**src/rtl/riscv_alu_operand_stage_if.sv**
```systemverilog
// Decode-to-ALU operand stage bus: decode inputs, forwarding network, and the
// registered operand outputs with their valid/ready handshake.
interface riscv_alu_operand_stage_if #(
  parameter int unsigned XLEN    = 32,
  parameter int unsigned NUM_FWD = 3,
  parameter int unsigned CNT_W   = 16
);
  logic                     flush;
  logic                     in_valid;
  logic                     in_ready;
  logic [2:0]               src_a;
  logic [2:0]               src_b;
  logic [4:0]               rs1_addr;
  logic [4:0]               rs2_addr;
  logic [XLEN-1:0]          rs1_data;
  logic [XLEN-1:0]          rs2_data;
  logic [XLEN-1:0]          imm;
  logic [$clog2(XLEN)-1:0]  shamt;
  logic [XLEN-1:0]          pc;
  logic                     is_compressed;
  logic [XLEN-1:0]          csr_data;
  logic [NUM_FWD-1:0]       fwd_valid;
  logic [NUM_FWD*5-1:0]     fwd_rd;
  logic [NUM_FWD*XLEN-1:0]  fwd_data;
  logic [NUM_FWD-1:0]       fwd_data_rdy;
  logic                     out_valid;
  logic                     out_ready;
  logic [XLEN-1:0]          op_a;
  logic [XLEN-1:0]          op_b;
  logic                     hazard_stall;
  logic [CNT_W-1:0]         stall_count;

  modport master (
    output flush, in_valid, src_a, src_b, rs1_addr, rs2_addr, rs1_data, rs2_data,
           imm, shamt, pc, is_compressed, csr_data, fwd_valid, fwd_rd, fwd_data,
           fwd_data_rdy, out_ready,
    input  in_ready, out_valid, op_a, op_b, hazard_stall, stall_count
  );

  modport slave (
    input  flush, in_valid, src_a, src_b, rs1_addr, rs2_addr, rs1_data, rs2_data,
           imm, shamt, pc, is_compressed, csr_data, fwd_valid, fwd_rd, fwd_data,
           fwd_data_rdy, out_ready,
    output in_ready, out_valid, op_a, op_b, hazard_stall, stall_count
  );
endinterface

```
**src/rtl/riscv_alu_operand_stage.sv**
```systemverilog
// Registered ALU operand-select stage with register forwarding, pending-forward
// hazard stalls, compressed-aware next-PC and a saturating stall counter.
module riscv_alu_operand_stage #(
  parameter int unsigned XLEN    = 32,
  parameter int unsigned NUM_FWD = 3,
  parameter int unsigned CNT_W   = 16
) (
  input logic                     clk,
  input logic                     reset_n,
  riscv_alu_operand_stage_if.slave bus
);
  localparam int unsigned SHW = $clog2(XLEN);

  typedef enum logic [2:0] {
    ALU_SRC_NULL    = 3'd0,
    ALU_SRC_REG     = 3'd1,
    ALU_SRC_IMM     = 3'd2,
    ALU_SRC_SHAMT   = 3'd3,
    ALU_SRC_PC      = 3'd4,
    ALU_SRC_PC_NEXT = 3'd5,
    ALU_SRC_CSR     = 3'd6
  } alu_src_e;

  typedef struct packed {
    logic            hazard;
    logic [XLEN-1:0] data;
  } res_t;

  function automatic res_t resolve(
    input logic [4:0]              addr,
    input logic [XLEN-1:0]         rf,
    input logic [NUM_FWD-1:0]      vld,
    input logic [NUM_FWD*5-1:0]    rd,
    input logic [NUM_FWD*XLEN-1:0] dat,
    input logic [NUM_FWD-1:0]      rdy
  );
    res_t r;
    r.hazard = 1'b0;
    r.data   = rf;
    // Walk oldest to youngest so the youngest match overrides everything older,
    // including an older ready producer behind a younger pending one.
    for (int unsigned k = 0; k < NUM_FWD; k++) begin
      int unsigned i;
      i = NUM_FWD - 1 - k;
      if (vld[i] && (rd[5*i +: 5] == addr)) begin
        r.hazard = !rdy[i];
        r.data   = dat[XLEN*i +: XLEN];
      end
    end
    if (addr == 5'd0) begin
      r.hazard = 1'b0;
      r.data   = '0;
    end
    return r;
  endfunction

  function automatic logic [XLEN-1:0] select_src(
    input logic [2:0]      code,
    input logic [XLEN-1:0] reg_val,
    input logic [XLEN-1:0] imm,
    input logic [XLEN-1:0] shamt_ext,
    input logic [XLEN-1:0] pc,
    input logic [XLEN-1:0] pc_next,
    input logic [XLEN-1:0] csr
  );
    logic [XLEN-1:0] v;
    case (alu_src_e'(code))
      ALU_SRC_REG:     v = reg_val;
      ALU_SRC_IMM:     v = imm;
      ALU_SRC_SHAMT:   v = shamt_ext;
      ALU_SRC_PC:      v = pc;
      ALU_SRC_PC_NEXT: v = pc_next;
      ALU_SRC_CSR:     v = csr;
      default:         v = '0;
    endcase
    return v;
  endfunction

  res_t            res_a;
  res_t            res_b;
  logic [XLEN-1:0] pc_next;
  logic [XLEN-1:0] shamt_ext;
  logic            haz_a;
  logic            haz_b;
  logic            hazard_stall;
  logic            in_ready;
  logic            capture;

  logic            out_valid_d, out_valid_q;
  logic [XLEN-1:0] op_a_d, op_a_q;
  logic [XLEN-1:0] op_b_d, op_b_q;
  logic [CNT_W-1:0] stall_count_d, stall_count_q;

  always_comb begin
    res_a = resolve(bus.rs1_addr, bus.rs1_data, bus.fwd_valid, bus.fwd_rd,
                    bus.fwd_data, bus.fwd_data_rdy);
    res_b = resolve(bus.rs2_addr, bus.rs2_data, bus.fwd_valid, bus.fwd_rd,
                    bus.fwd_data, bus.fwd_data_rdy);

    pc_next   = bus.pc + (bus.is_compressed ? XLEN'(2) : XLEN'(4));
    shamt_ext = XLEN'(bus.shamt);

    haz_a = bus.in_valid && (bus.src_a == ALU_SRC_REG) && res_a.hazard;
    haz_b = bus.in_valid && (bus.src_b == ALU_SRC_REG) && res_b.hazard;
    hazard_stall = haz_a || haz_b;

    in_ready = (!out_valid_q || bus.out_ready) && !hazard_stall;
    capture  = bus.in_valid && in_ready && !bus.flush;

    out_valid_d = out_valid_q;
    op_a_d      = op_a_q;
    op_b_d      = op_b_q;
    if (bus.flush) begin
      out_valid_d = 1'b0;
    end else if (capture) begin
      out_valid_d = 1'b1;
      op_a_d = select_src(bus.src_a, res_a.data, bus.imm, shamt_ext, bus.pc,
                          pc_next, bus.csr_data);
      op_b_d = select_src(bus.src_b, res_b.data, bus.imm, shamt_ext, bus.pc,
                          pc_next, bus.csr_data);
    end else if (bus.out_ready) begin
      out_valid_d = 1'b0;
    end

    stall_count_d = stall_count_q;
    if (hazard_stall && (stall_count_q != '1)) begin
      stall_count_d = stall_count_q + CNT_W'(1);
    end
  end

  always_ff @(posedge clk or negedge reset_n) begin
    if (!reset_n) begin
      out_valid_q   <= 1'b0;
      op_a_q        <= '0;
      op_b_q        <= '0;
      stall_count_q <= '0;
    end else begin
      out_valid_q   <= out_valid_d;
      op_a_q        <= op_a_d;
      op_b_q        <= op_b_d;
      stall_count_q <= stall_count_d;
    end
  end

  assign bus.in_ready     = in_ready;
  assign bus.hazard_stall = hazard_stall;
  assign bus.out_valid    = out_valid_q;
  assign bus.op_a         = op_a_q;
  assign bus.op_b         = op_b_q;
  assign bus.stall_count  = stall_count_q;

endmodule

```
**src/flat_wrapper.sv**
```systemverilog
// flat-port wrapper written by rule: the top's interface ports become plain ports
module riscv_alu_operand_stage_flat 
#(
  parameter int unsigned XLEN    = 32,
  parameter int unsigned NUM_FWD = 3,
  parameter int unsigned CNT_W   = 16
)
  (clk, reset_n, bus_flush, bus_in_valid, bus_src_a, bus_src_b, bus_rs1_addr, bus_rs2_addr, bus_rs1_data, bus_rs2_data, bus_imm, bus_shamt, bus_pc, bus_is_compressed, bus_csr_data, bus_fwd_valid, bus_fwd_rd, bus_fwd_data, bus_fwd_data_rdy, bus_out_ready, bus_in_ready, bus_out_valid, bus_op_a, bus_op_b, bus_hazard_stall, bus_stall_count);
  riscv_alu_operand_stage_if #(.XLEN(XLEN), .NUM_FWD(NUM_FWD), .CNT_W(CNT_W)) bus_i ();
  input logic clk;
  input logic reset_n;
  input wire logic [$bits(bus_i.flush)-1:0] bus_flush;
  input wire logic [$bits(bus_i.in_valid)-1:0] bus_in_valid;
  input wire logic [$bits(bus_i.src_a)-1:0] bus_src_a;
  input wire logic [$bits(bus_i.src_b)-1:0] bus_src_b;
  input wire logic [$bits(bus_i.rs1_addr)-1:0] bus_rs1_addr;
  input wire logic [$bits(bus_i.rs2_addr)-1:0] bus_rs2_addr;
  input wire logic [$bits(bus_i.rs1_data)-1:0] bus_rs1_data;
  input wire logic [$bits(bus_i.rs2_data)-1:0] bus_rs2_data;
  input wire logic [$bits(bus_i.imm)-1:0] bus_imm;
  input wire logic [$bits(bus_i.shamt)-1:0] bus_shamt;
  input wire logic [$bits(bus_i.pc)-1:0] bus_pc;
  input wire logic [$bits(bus_i.is_compressed)-1:0] bus_is_compressed;
  input wire logic [$bits(bus_i.csr_data)-1:0] bus_csr_data;
  input wire logic [$bits(bus_i.fwd_valid)-1:0] bus_fwd_valid;
  input wire logic [$bits(bus_i.fwd_rd)-1:0] bus_fwd_rd;
  input wire logic [$bits(bus_i.fwd_data)-1:0] bus_fwd_data;
  input wire logic [$bits(bus_i.fwd_data_rdy)-1:0] bus_fwd_data_rdy;
  input wire logic [$bits(bus_i.out_ready)-1:0] bus_out_ready;
  output wire logic [$bits(bus_i.in_ready)-1:0] bus_in_ready;
  output wire logic [$bits(bus_i.out_valid)-1:0] bus_out_valid;
  output wire logic [$bits(bus_i.op_a)-1:0] bus_op_a;
  output wire logic [$bits(bus_i.op_b)-1:0] bus_op_b;
  output wire logic [$bits(bus_i.hazard_stall)-1:0] bus_hazard_stall;
  output wire logic [$bits(bus_i.stall_count)-1:0] bus_stall_count;
  assign bus_i.flush = bus_flush;
  assign bus_i.in_valid = bus_in_valid;
  assign bus_i.src_a = bus_src_a;
  assign bus_i.src_b = bus_src_b;
  assign bus_i.rs1_addr = bus_rs1_addr;
  assign bus_i.rs2_addr = bus_rs2_addr;
  assign bus_i.rs1_data = bus_rs1_data;
  assign bus_i.rs2_data = bus_rs2_data;
  assign bus_i.imm = bus_imm;
  assign bus_i.shamt = bus_shamt;
  assign bus_i.pc = bus_pc;
  assign bus_i.is_compressed = bus_is_compressed;
  assign bus_i.csr_data = bus_csr_data;
  assign bus_i.fwd_valid = bus_fwd_valid;
  assign bus_i.fwd_rd = bus_fwd_rd;
  assign bus_i.fwd_data = bus_fwd_data;
  assign bus_i.fwd_data_rdy = bus_fwd_data_rdy;
  assign bus_i.out_ready = bus_out_ready;
  assign bus_in_ready = bus_i.in_ready;
  assign bus_out_valid = bus_i.out_valid;
  assign bus_op_a = bus_i.op_a;
  assign bus_op_b = bus_i.op_b;
  assign bus_hazard_stall = bus_i.hazard_stall;
  assign bus_stall_count = bus_i.stall_count;
  riscv_alu_operand_stage #(.XLEN(XLEN), .NUM_FWD(NUM_FWD), .CNT_W(CNT_W)) u_core (.clk(clk), .reset_n(reset_n), .bus(bus_i));
endmodule
```
**config.mk**
```make
export PLATFORM = sky130hd
export DESIGN_NAME = riscv_alu_operand_stage_flat
export DESIGN_NICKNAME = d
export VERILOG_FILES = /design/src/rtl/riscv_alu_operand_stage_if.sv /design/src/rtl/riscv_alu_operand_stage.sv /design/src/flat_wrapper.sv
export SDC_FILE = /design/constraint.sdc
export NUM_CORES = 1
export LEC_CHECK = 0
export ABC_AREA = 1
export CAP_MARGIN = 20
export CORE_MARGIN = 2
export CORE_UTILIZATION = 41
export CTS_BUF_LIST = sky130_fd_sc_hd__clkbuf_4 sky130_fd_sc_hd__clkbuf_8 sky130_fd_sc_hd__clkbuf_16
export CTS_CLUSTER_DIAMETER = 60
export DETAILED_ROUTE_END_ITERATION = 7
export PLACE_DENSITY = 0.79
export SLEW_MARGIN = 20
export SYNTH_ARGS = -nofsm -noshare
export SYNTH_HDL_FRONTEND = slang
export SYNTH_SLANG_ARGS = --single-unit
```
**constraint.sdc**
```tcl
create_clock -name clk -period 1.92 [get_ports clk]
set_input_delay 0.288 -clock clk [delete_from_list [all_inputs] [get_ports clk]]
set_output_delay 0.288 -clock clk [all_outputs]
set_load 0.01 [all_outputs]
```
Yosys cells after proc, flatten, opt, wreduce, memory -nomap -nowiden
Index checks and enable logic that the tools add are counted.

Register bits after elaboration: 81. Output and inout bits: 83. Logic and storage cells: 66. Input bits: 304.

Bitwise operators: 1. Add/sub/neg operators: 2. Reductions and logical operators: 26. Multiplexer cells: 14. Equality and inequality tests: 19.

Operators by type and width (number): 32-bit case mux with 6 select lines (2); 33-bit two-way mux (8); 32-bit adder (1); 5-bit equality test (6); 3-bit equality test (second input constant) (6); 16-bit by 1-bit adder with 16-bit output (second input constant) (1); 16-bit inequality test (second input constant) (1); 1-bit logical AND (14); 3-bit by 2-bit equality test with 1-bit output (second input constant) (4); 5-bit logical NOT (2); 3-bit by 1-bit equality test with 1-bit output (second input constant) (2); 1-bit logical NOT (6); 1-bit two-way mux (3); 3-bit two-way mux (1); 3-bit nonzero test (1); 1-bit logical OR (2); 2-bit AND reduction (1); 1-bit NOT (1).

Logic depth before layout (Yosys ltp)
Gate-level depths: netlist of run 1.

Word-level depth: 14. Mapped depth: 16. Mapped depth without buffers: 16.

Least setup slack after synthesis of run 1
No wires, ideal clock.

Path kind: input to register. From: input bus_is_compressed. To: register u_core.op_a_q[17], in the netlist u_core.bus.op_a[17]. Path slack: -0.171 ns. Path buffers: 0. Required time: 1.803 ns. Setup time: 0.117 ns. Data arrival time: 1.974 ns. Cell stages on the path: 12. Cell sequence: ha_1 -> inv_1 -> fa_1 -> inv_1 -> nand3_1 -> nor3_1 -> nand3_1 -> xnor2_1 -> a21oi_1 -> nand2_1 -> nand3_1 -> nand2_1.

Word-level cells in the longest chain between the ends: 3.

Ends and longest elaborated chain: start, declared (RTL line flat_wrapper.sv:23) `input wire logic [$bits(bus_i.is_compressed)-1:0] bus_is_compressed;`; 3-bit two-way mux (RTL line riscv_alu_operand_stage.sv:100) `pc_next = bus.pc + (bus.is_compressed ? XLEN'(2) : XLEN'(4));`; 32-bit adder (RTL line riscv_alu_operand_stage.sv:100); 32-bit case mux with 6 select lines (RTL line riscv_alu_operand_stage.sv:67) `case (alu_src_e'(code))`; end signal, assigned (RTL line riscv_alu_operand_stage.sv:139) `op_a_q <= op_a_d;`; end, declared (RTL line riscv_alu_operand_stage.sv:90) `logic [XLEN-1:0] op_a_d, op_a_q;`.

No other way between the ends. A chain may end at the register's enable or synchronous reset.

Worst setup path after layout of run 1
From: input bus_src_b[2]. To: output bus_in_ready.

Word-level cells in the longest chain between the ends: 6.

Ends and longest elaborated chain: start, declared (RTL line flat_wrapper.sv:15) `input wire logic [$bits(bus_i.src_b)-1:0] bus_src_b;`; 3-bit by 1-bit equality test with 1-bit output (RTL line riscv_alu_operand_stage.sv:104) `haz_b = bus.in_valid && (bus.src_b == ALU_SRC_REG) && res_b.hazard;`; 1-bit logical AND (2 in series) (RTL line riscv_alu_operand_stage.sv:104); 1-bit logical OR (RTL line riscv_alu_operand_stage.sv:105) `hazard_stall = haz_a || haz_b;`; 1-bit logical NOT (RTL line riscv_alu_operand_stage.sv:107) `in_ready = (!out_valid_q || bus.out_ready) && !hazard_stall;`; 1-bit logical AND (RTL line riscv_alu_operand_stage.sv:107); end, declared (RTL line flat_wrapper.sv:30) `output wire logic [$bits(bus_i.in_ready)-1:0] bus_in_ready;`.

No other way between the ends.

==> results of run 1 <==
-- sequential cells by signal (all words and copies together) (netlist names) --
register,count
u_core.bus.op_a,32
u_core.bus.op_b,32
u_core.bus.out_valid,1
u_core.bus.stall_count,16
-- layer usage --
| layer | track usage | wire length, um | part of all wire | vias up |
|---|---|---|---|---|
| met5 | 0 | 0 | 0 | - |
| met4 | 0.2879 | 4043 | 0.075 | 0 |
| met3 | 0.09061 | 5994 | 0.11 | 226 |
| met2 | 0.6783 | 24280 | 0.45 | 1079 |
| met1 | 0.5115 | 19880 | 0.37 | 6704 |
| li1 | - | - | - | 6790 |
-- cells in the final DEF, fill, tap and decap left out, types with 13 or more instances in the layout --
cell,synthesis,routed
sky130_fd_sc_hd__a21oi_1,138,125
sky130_fd_sc_hd__a21oi_2,0,13
sky130_fd_sc_hd__buf_12,0,18
sky130_fd_sc_hd__buf_4,5,180
sky130_fd_sc_hd__clkdlybuf4s50_1,0,333
sky130_fd_sc_hd__dfrtp_1,81,81
sky130_fd_sc_hd__dlygate4sd2_1,0,14
sky130_fd_sc_hd__inv_1,246,237
sky130_fd_sc_hd__inv_2,8,17
sky130_fd_sc_hd__nand2_1,731,713
sky130_fd_sc_hd__nand2_2,11,28
sky130_fd_sc_hd__nand3_1,249,235
sky130_fd_sc_hd__nand3_2,2,14
sky130_fd_sc_hd__nand4_1,20,20
sky130_fd_sc_hd__nor2_1,103,77
sky130_fd_sc_hd__nor2_2,1,23
sky130_fd_sc_hd__nor3_1,19,13
sky130_fd_sc_hd__o21ai_0,15,13
sky130_fd_sc_hd__o22ai_1,18,18
sky130_fd_sc_hd__xor2_1,17,14
-- kinds of logic after synthesis --
logic type               share of synthesized area
buffers and inverters                       0.1425
flip-flops                                  0.2093
AO/OA/AOI/OAI                               0.1203
AND/OR/NAND/NOR                             0.4957
adder cells (fa/ha/maj)                   0.005944
XOR/XNOR                                   0.02623
-- repair_timing --
| item | CTS | global route |
|---|---|---|
| pin swaps | 30 | 43 |
| cloned | 1 | 1 |
| hold endpoints to repair | 40 | 0 |
| hold buffers | 1 | 0 |
| endpoints found under the setup margin | 83 | 81 |
| resized for setup | 108 | 142 |
| setup buffers | 6 | 1 |
-- layout make-up --
type	count	area, um2	area share
antenna	9	22.52	0.001398
clock buffer	9	225.2	0.01398
clock inverter	7	77.57	0.004815
inverter	258	972.2	0.06034
multi-input combinational	1388	6726	0.4175
sequential	81	2027	0.1258
tap	319	399.1	0.02477
timing repair buffer	595	5662	0.3514
-- worst paths after layout --
kind	depth (start not counted)	start	end	slack (ns)
min	2	reset_n	u_core.bus.stall_count[6]	0.47
max in group asynchronous	3	reset_n	u_core.bus.op_a[25]	0.82
min in group clk	2	u_core.bus.op_b[30]	u_core.bus.op_b[30]	0.47
max	9	bus_src_b[2]	bus_in_ready	-0.03
max reg2reg	9	u_core.bus.stall_count[0]	u_core.bus.stall_count[9]	0.12
min reg2reg	2	u_core.bus.op_b[30]	u_core.bus.op_b[30]	0.47
-- report_power, final --
part	internal [W]	switching [W]	leakage [nW]
Combinational	0.00166	0.00173	7.23
Clock	0.00102	0.000761	0.152
Sequential	0.00194	0.000188	1.06
Total	0.00462	0.00268	8.45
-- metrics by stage --
stage / setup TNS (ns) / total power [W]
final: -0.03233 / 0.007296
after global routing: -0.5400 / 0.007603
after CTS: -0.1084 / 0.007144
after detailed placement: -56.75 / 0.005350
after global placement: -57.32 / 0.005314
after floorplan: 0 / 0.003298
==> impl_summary.log, run 1 <==
INFO  metric status = complete, but fails checks
INFO  metric failed_checks = negative setup slack
INFO  metric synth_top_area_frac = 0.2833
INFO  metric clockBufferDepth = 2
INFO  metric path_delay_family = buffers and inverters
INFO  metric route.detailed.wl_per_inst = 20.33 um
INFO  metric routed_wirelength = 54.20 mm
INFO  metric synthesized_area_per_cell = 5.342 um2
INFO  metric ctsRootBufferMaster = sky130_fd_sc_hd__clkbuf_16
INFO  metric finalMaxSlewViolations = 0
INFO  metric top_level_ports = 387
INFO  metric synth_top_cells_by_count = sky130_fd_sc_hd__nand2_1 (731), sky130_fd_sc_hd__nand3_1 (249), sky130_fd_sc_hd__inv_1 (246)
INFO  metric endpoint_kind = output pin
INFO  metric port_buffers = 386
INFO  metric site_rows = 56
INFO  metric hold_ws = 0.4734 ns
INFO  metric drt-vias-per-instance = 5.551
INFO  metric max-cap-violations = 0
INFO  metric peakVddDrop = 544.1 uV
INFO  metric layout-area-overhead-vs-synth = 66.37%
INFO  metric highest_net_fanout_along_the_worst_path = 3
INFO  metric detailedRoute.firstPassIterationCount = 6
INFO  metric detailedPlacementHpwl = 43.88 mm
INFO  metric grt_first_pass_wirelength = 79.85 mm
INFO  metric worst_slew_pin_slew = 0.5668 ns
INFO  metric critical_path.startpoint_type = input port
INFO  metric post-place-cells = 2633
INFO  metric classification_of_the_worst_setup_path = in -> out
INFO  metric ys_ff_latch = 81
INFO  metric postPlaceCellArea = 15300 um2
INFO  metric worst_ep_required_time = 1.63 ns
INFO  metric synthMostInstantiatedCell = sky130_fd_sc_hd__nand2_1
INFO  metric finalInstanceArea = 16110 um2
INFO  metric cp_cell_sequence = clkdlybuf4s50_1 -> nor3_1 -> buf_4 -> nand3_2 -> a21oi_2 -> nand2_2 -> nand2_4 -> nor2_8 -> buf_6
INFO  metric synth_top_cell_by_area = sky130_fd_sc_hd__nand2_1
INFO  metric finalSetupViolations = 1
INFO  metric grt_usage = 0.4245
INFO  metric area_enclosed_by_the_die_boundary = 24870 um2
INFO  metric finish.utilization = 0.6905
INFO  metric routabilityCongestion = 1.085
INFO  metric synth_nets = 2121
INFO  metric initial_antenna_violation_count = 9
INFO  metric num-fill-cells = 2065
INFO  metric ys_async_sr_fraction = 1.000
INFO  metric cts_inserted_buffers = 9
INFO  metric power_per_cell_area = 452.9 nW/um2
INFO  metric fmax = 512.2 MHz
INFO  metric number_of_cells_produced_by_synthesis = 1813
INFO  metric core_area = 23330 um2
INFO  metric synth_enable_flop_cells = 0
INFO  metric power.static_leakage = 8.448 nW
INFO  metric htreeDepth = 3
INFO  metric dieWidth = 157.7 um
INFO  metric synth_sequential_area_ratio = 0.2093
INFO  metric drive_gt1_frac = 0.1625
INFO  metric first_global_vias = 14130
INFO  metric clock_sink_count = 81
INFO  metric drt_iter0_drc = 1920
INFO  metric timing.critical_path.slowest_cell_delay = 0.42 ns
INFO  metric start_util = 0.4151
INFO  metric final.setup_skew = 0.007760 ns
INFO  metric cp_slowest_cell = sky130_fd_sc_hd__clkdlybuf4s50_1
INFO  metric post-route-drc-count = 0
INFO  metric worst_ep_arrival_time = 1.66 ns
INFO  metric synth_top_cells_by_area = sky130_fd_sc_hd__nand2_1 (28%), sky130_fd_sc_hd__dfrtp_1 (21%), sky130_fd_sc_hd__nand3_1 (13%)
INFO  metric layout.cells.non_filler = 2666
INFO  metric grt_overflow = 0
INFO  metric setup_slack = -0.03233 ns
INFO  metric timing.hold.worst.class = in -> async
INFO  metric worstPathBufferInverterCount = 3
INFO  metric period_share = 1.017
INFO  metric setup_repair_after_global_routing_missed_its_margin = true
INFO  metric synth-main-ff-cell = sky130_fd_sc_hd__dfrtp_1
INFO  metric final_antenna_net_count = 0
INFO  metric detailedPlace.worstSlack = -1.067 ns
INFO  metric slew_headroom = 0.6221
INFO  metric post_synthesis_cell_area = 9684 um2
INFO  metric clkTransAtPathRegs = 0.07 ns
INFO  metric via_count = 14800
INFO  metric maximum_number_of_pins_on_one_net_before_global_route_repair = 44
INFO  metric clock_insertion_delay_worst_skew = 0.34 ns
INFO  metric yosysUniqueCellTypes = 41
INFO  metric finalHoldViolCount = 0
INFO  metric period_minus_slack = 1.952 ns
INFO  metric tritoncts = done
INFO  metric design.final.nets = 2641
INFO  metric dieHeight = 157.7 um
INFO  metric yosys_warnings = 0
Power figures use the tool's default switching activity.
==> inputs of run 2 (changes only) <==
--- a/config.mk
+++ b/config.mk
@@ -5,14 +5,14 @@
 export SDC_FILE = /design/constraint.sdc
 export NUM_CORES = 1
 export LEC_CHECK = 0
-export ABC_AREA = 1
 export CAP_MARGIN = 20
 export CORE_MARGIN = 2
-export CORE_UTILIZATION = 41
+export CORE_UTILIZATION = 38
 export CTS_BUF_LIST = sky130_fd_sc_hd__clkbuf_4 sky130_fd_sc_hd__clkbuf_8 sky130_fd_sc_hd__clkbuf_16
 export CTS_CLUSTER_DIAMETER = 60
 export DETAILED_ROUTE_END_ITERATION = 7
-export PLACE_DENSITY = 0.79
+export HOLD_SLACK_MARGIN = 0.08
+export PLACE_DENSITY = 0.78
 export SLEW_MARGIN = 20
 export SYNTH_ARGS = -nofsm -noshare
 export SYNTH_HDL_FRONTEND = slang
==> impl_summary.log, run 2 <==
INFO  metric status = complete, but fails checks
INFO  metric failed_checks = negative setup slack
INFO  metric dieHeight = 150.7 um (-4.5%)
INFO  metric cp_slowest_cell = sky130_fd_sc_hd__or3_4
INFO  metric setup_repair_after_global_routing_missed_its_margin = true
INFO  metric design.final.nets = 1962 (-26%)
INFO  metric start_util = 0.3876 (-0.02749)
INFO  metric core_area = 21090 um2 (-9.6%)
INFO  metric max-cap-violations = 0 (unchanged)
INFO  metric worst_ep_required_time = 2.20 ns (+0.57 ns)
INFO  metric setup_slack = -0.6000 ns (-0.5677 ns)
INFO  metric detailedRoute.firstPassIterationCount = 6 (unchanged)
INFO  metric period_minus_slack = 2.520 ns (+0.5677 ns)
INFO  metric totalNegativeSetupSlack = -39.28 ns (-39.24 ns)
INFO  metric detailedPlacementHpwl = 35.67 mm (-19%)
INFO  metric yosysUniqueCellTypes = 56 (+37%)
INFO  metric dieWidth = 150.7 um (-4.5%)
INFO  metric route.detailed.wl_per_inst = 25.15 um (+24%)
INFO  metric final.setup_skew = 0.006702 ns (-0.001059 ns)
INFO  metric combinational_family_with_the_most_area_after_synthesis = compound AO/OA/AOI/OAI gates
INFO  metric ctsRootBufferMaster = sky130_fd_sc_hd__clkbuf_16
INFO  metric routed_wirelength = 48.79 mm (-10%)
INFO  metric drive_gt1_frac = 0.2684 (+0.1059)
INFO  metric htreeDepth = 3 (unchanged)
INFO  metric synth_top_cell_by_area = sky130_fd_sc_hd__dfrtp_1
INFO  metric finalMaxSlewViolations = 0 (unchanged)
INFO  metric grt_usage = 0.4070 (-0.01743)
INFO  metric critical_path.startpoint_type = input port
INFO  metric initial_antenna_violation_count = 8 (-1)
INFO  metric drt_iter0_drc = 1326 (-31%)
INFO  metric number_of_cells_produced_by_synthesis = 1103 (-39%)
INFO  metric synthMostInstantiatedCell = sky130_fd_sc_hd__nand2_1
INFO  metric final_antenna_net_count = 0 (unchanged)
INFO  metric maximum_number_of_pins_on_one_net_before_global_route_repair = 63 (+43%)
INFO  metric slew_headroom = 0.4801 (-0.1420)
INFO  metric post_synthesis_cell_area = 8173 um2 (-16%)
INFO  metric timing.critical_path.slowest_cell_delay = 0.51 ns (+0.09 ns)
INFO  metric synth_enable_flop_cells = 0 (unchanged)
INFO  metric layout_common_cells = sky130_fd_sc_hd__clkdlybuf4s50_1 (346), sky130_fd_sc_hd__buf_4 (211), sky130_fd_sc_hd__nand2_1 (183)
INFO  metric hold_ws = 0.4525 ns (-0.02094 ns)
INFO  metric synth-main-ff-cell = sky130_fd_sc_hd__dfrtp_1
INFO  metric finalHoldViolCount = 0 (unchanged)
INFO  metric synth_top_cells_by_area = sky130_fd_sc_hd__dfrtp_1 (25%), sky130_fd_sc_hd__nand2_1 (8.5%), sky130_fd_sc_hd__mux2i_1 (8.1%)
INFO  metric power_per_cell_area = 492.1 nW/um2 (+8.7%)
INFO  metric drt-vias-per-instance = 6.177 (+11%)
INFO  metric clock_insertion_delay_worst_skew = 0.35 ns (about the same)
INFO  metric period_share = 1.313 (+0.2957)
INFO  metric ff2ff_path_depth = 7 (-2)
INFO  metric classification_of_the_worst_setup_path = in -> reg
INFO  metric clockBufferDepth = 2 (unchanged)
INFO  metric clock_sink_count = 81 (unchanged)
INFO  metric detailedPlace.worstSlack = -1.342 ns (-0.2747 ns)
INFO  metric port_buffers = 386 (unchanged)
INFO  metric synth_top_cells_by_count = sky130_fd_sc_hd__nand2_1 (184), sky130_fd_sc_hd__o21ai_0 (124), sky130_fd_sc_hd__dfrtp_1 (81), sky130_fd_sc_hd__nor2_1 (81), sky130_fd_sc_hd__clkbuf_1 (76)
INFO  metric grt_first_pass_wirelength = 68.81 mm (-14%)
INFO  metric finalSetupViolations = 83 (+82)
INFO  metric cts_inserted_buffers = 9 (unchanged)
INFO  metric area_enclosed_by_the_die_boundary = 22700 um2 (-8.7%)
INFO  metric layout.cells.most_common = sky130_fd_sc_hd__clkdlybuf4s50_1
INFO  metric synth_sequential_area_ratio = 0.2480 (+0.03871)
INFO  metric yosys.area_share.xor_xnor = 0.08252 (+0.05629)
INFO  metric peakVddDrop = 401.1 uV (-26%)
INFO  metric synth_simple_gate_area_share = 0.2077 (-0.2880)
INFO  metric yosys_warnings = 0 (unchanged)
INFO  metric layout-area-overhead-vs-synth = 85.33%
INFO  metric first_global_vias = 11680 (-17%)
INFO  metric clkTransAtPathRegs = 0.06 ns (about the same)
INFO  metric path_delay_family = simple AND/OR/NAND/NOR gates
INFO  metric highest_net_fanout_along_the_worst_path = 7 (+4)
INFO  metric via_count = 11980 (-19%)
INFO  metric synth-adder-area-share = 0.007042 (+0.001099)
INFO  metric timing.hold.worst.class = in -> async
INFO  metric worst_slew_pin_slew = 0.7790 ns (+0.2121 ns)
INFO  metric multi_input_comb_area = 6528 um2 (-3.0%)
INFO  metric endpoint_kind = register
INFO  metric worst_ep_arrival_time = 2.80 ns (+1.14 ns)
INFO  metric ys_ff_latch = 81 (unchanged)
INFO  metric power.static_leakage = 6.315 nW (-25%)
INFO  metric synthesized_area_per_cell = 7.410 um2 (+39%)
INFO  metric fmax = 396.8 MHz (-23%)
INFO  metric seq_area = 2027 um2 (unchanged)
INFO  metric synth_compound_gate_area_share = 0.2821 (+0.1619)
INFO  metric routabilityCongestion = 1.033 (-4.7%)
INFO  metric cp_cell_sequence = buf_8 -> xnor2_4 -> nand3_2 -> or3_4 -> a211o_1 -> buf_6 -> a221o_2 -> buf_6 -> or3_4 -> o21ai_2
INFO  metric synth_nets = 1411 (-33%)
INFO  metric crit_cells = 10 (+1)
INFO  metric ys_async_sr_fraction = 1.000 (unchanged)
INFO  metric grt_overflow = 0 (unchanged)
INFO  metric top_level_ports = 387 (unchanged)
INFO  metric post-route-drc-count = 0 (unchanged)
INFO  metric post_synthesis_mux_area_share = 0.1263 (+0.1263)
INFO  metric tritoncts = done
INFO  metric worstPathBufferInverterCount = 3 (unchanged)
INFO  metric site_rows = 53 (-5.4%)
INFO  metric num-fill-cells = 1609 (-22%)
INFO  metric synth_top_area_frac = 0.2480 (-0.03532)
INFO  metric power = 0.007454 W (+2.2%)
==> run 2: cell count changes after synthesis, sizes merged, moves of 25 or more <==
| cell | before | now |
|---|---|---|
| a211oi | 6 | 34 |
| a21oi | 138 | 64 |
| a22oi | 7 | 32 |
| a31oi | 0 | 32 |
| buf | 39 | 10 |
| clkbuf | 47 | 76 |
| inv | 254 | 10 |
| mux2 | 0 | 33 |
| mux2i | 0 | 66 |
| nand2 | 744 | 184 |
| nand3 | 251 | 21 |
| nor2 | 107 | 81 |
| o21ai | 18 | 137 |
| xor2 | 17 | 42 |
==> run 2: cells by family (layout without fill, tap and decap cells) <==
family                     Yosys count  in the layout
AOI/OAI and AO/OA                  369            369
xor gates and xnor gates            77             77
adders and majority gates            4              4
buffers and inverters               96            648
DFF                                 81             81
muxes                               99             99
other                                0              7
and+or+nand+nor                    377            380
==> run 2: layout make-up <==
cell class / count / share of cell area
Sequential cell: 81 / 0.1338
Clock buffer: 10 / 0.01578
Antenna cell: 7 / 0.001156
Inverter: 10 / 0.002478
Tap cell: 275 / 0.02272
Multi-Input combinational cell: 929 / 0.4309
Timing Repair Buffer: 623 / 0.3847
Clock inverter: 5 / 0.008426
==> run 2: final timing paths <==
check	startpoint	endpoint	slack, ns
worst max-delay path	bus_rs2_addr[3]	u_core.bus.op_b[28]	-0.60
worst min-delay path	reset_n	u_core.bus.op_b[4]	0.45
worst max register to register	u_core.bus.stall_count[4]	u_core.bus.stall_count[1]	-0.25
worst min register to register	u_core.bus.op_b[5]	u_core.bus.op_b[5]	0.48
max in group asynchronous	reset_n	u_core.bus.op_a[19]	0.90
min in group clk	u_core.bus.op_b[5]	u_core.bus.op_b[5]	0.48
==> run 2: report_power, final <==
part	internal, W	total (W)	switching [W]
Combinational	0.00171	0.00321	0.00150
Clock	0.00143	0.00217	0.000737
Sequential	0.00192	0.00208	0.000164
Total	0.00506	0.00745	0.00240
==> run 2: what timing repair did <==
action | CTS | global route
endpoints found under the setup margin | 83 | 83
setup buffers | 23 | 4
hold buffers | 1 | 0
gates resized for setup | 263 | 80
gates cloned | 8 | 0
pin swaps | 89 | 39
endpoints found under the hold margin | 33 | 0
==> run 2: metal layers <==
| layer | wire length [um] | part of all wire | vias to the layer above | track usage |
|---|---|---|---|---|
| li1 | - | - | 5175 | - |
| met5 | 40 | 0.00082 | - | 0 |
| met2 | 22900 | 0.47 | 965 | 0.6648 |
| met3 | 5647 | 0.12 | 231 | 0.1106 |
| met4 | 3695 | 0.076 | 6 | 0.2729 |
| met1 | 16510 | 0.34 | 5607 | 0.4654 |
==> run 2: per-stage QoR <==
step                      cells    util  cell area, um2
after floorplan            1103       -            8282
after global placement     1885  0.6507           13720
after detailed placement   1885  0.6507           13720
after CTS                  1932  0.7035           14840
after global routing       1938  0.7180           15140
final                      1940  0.7183           15150
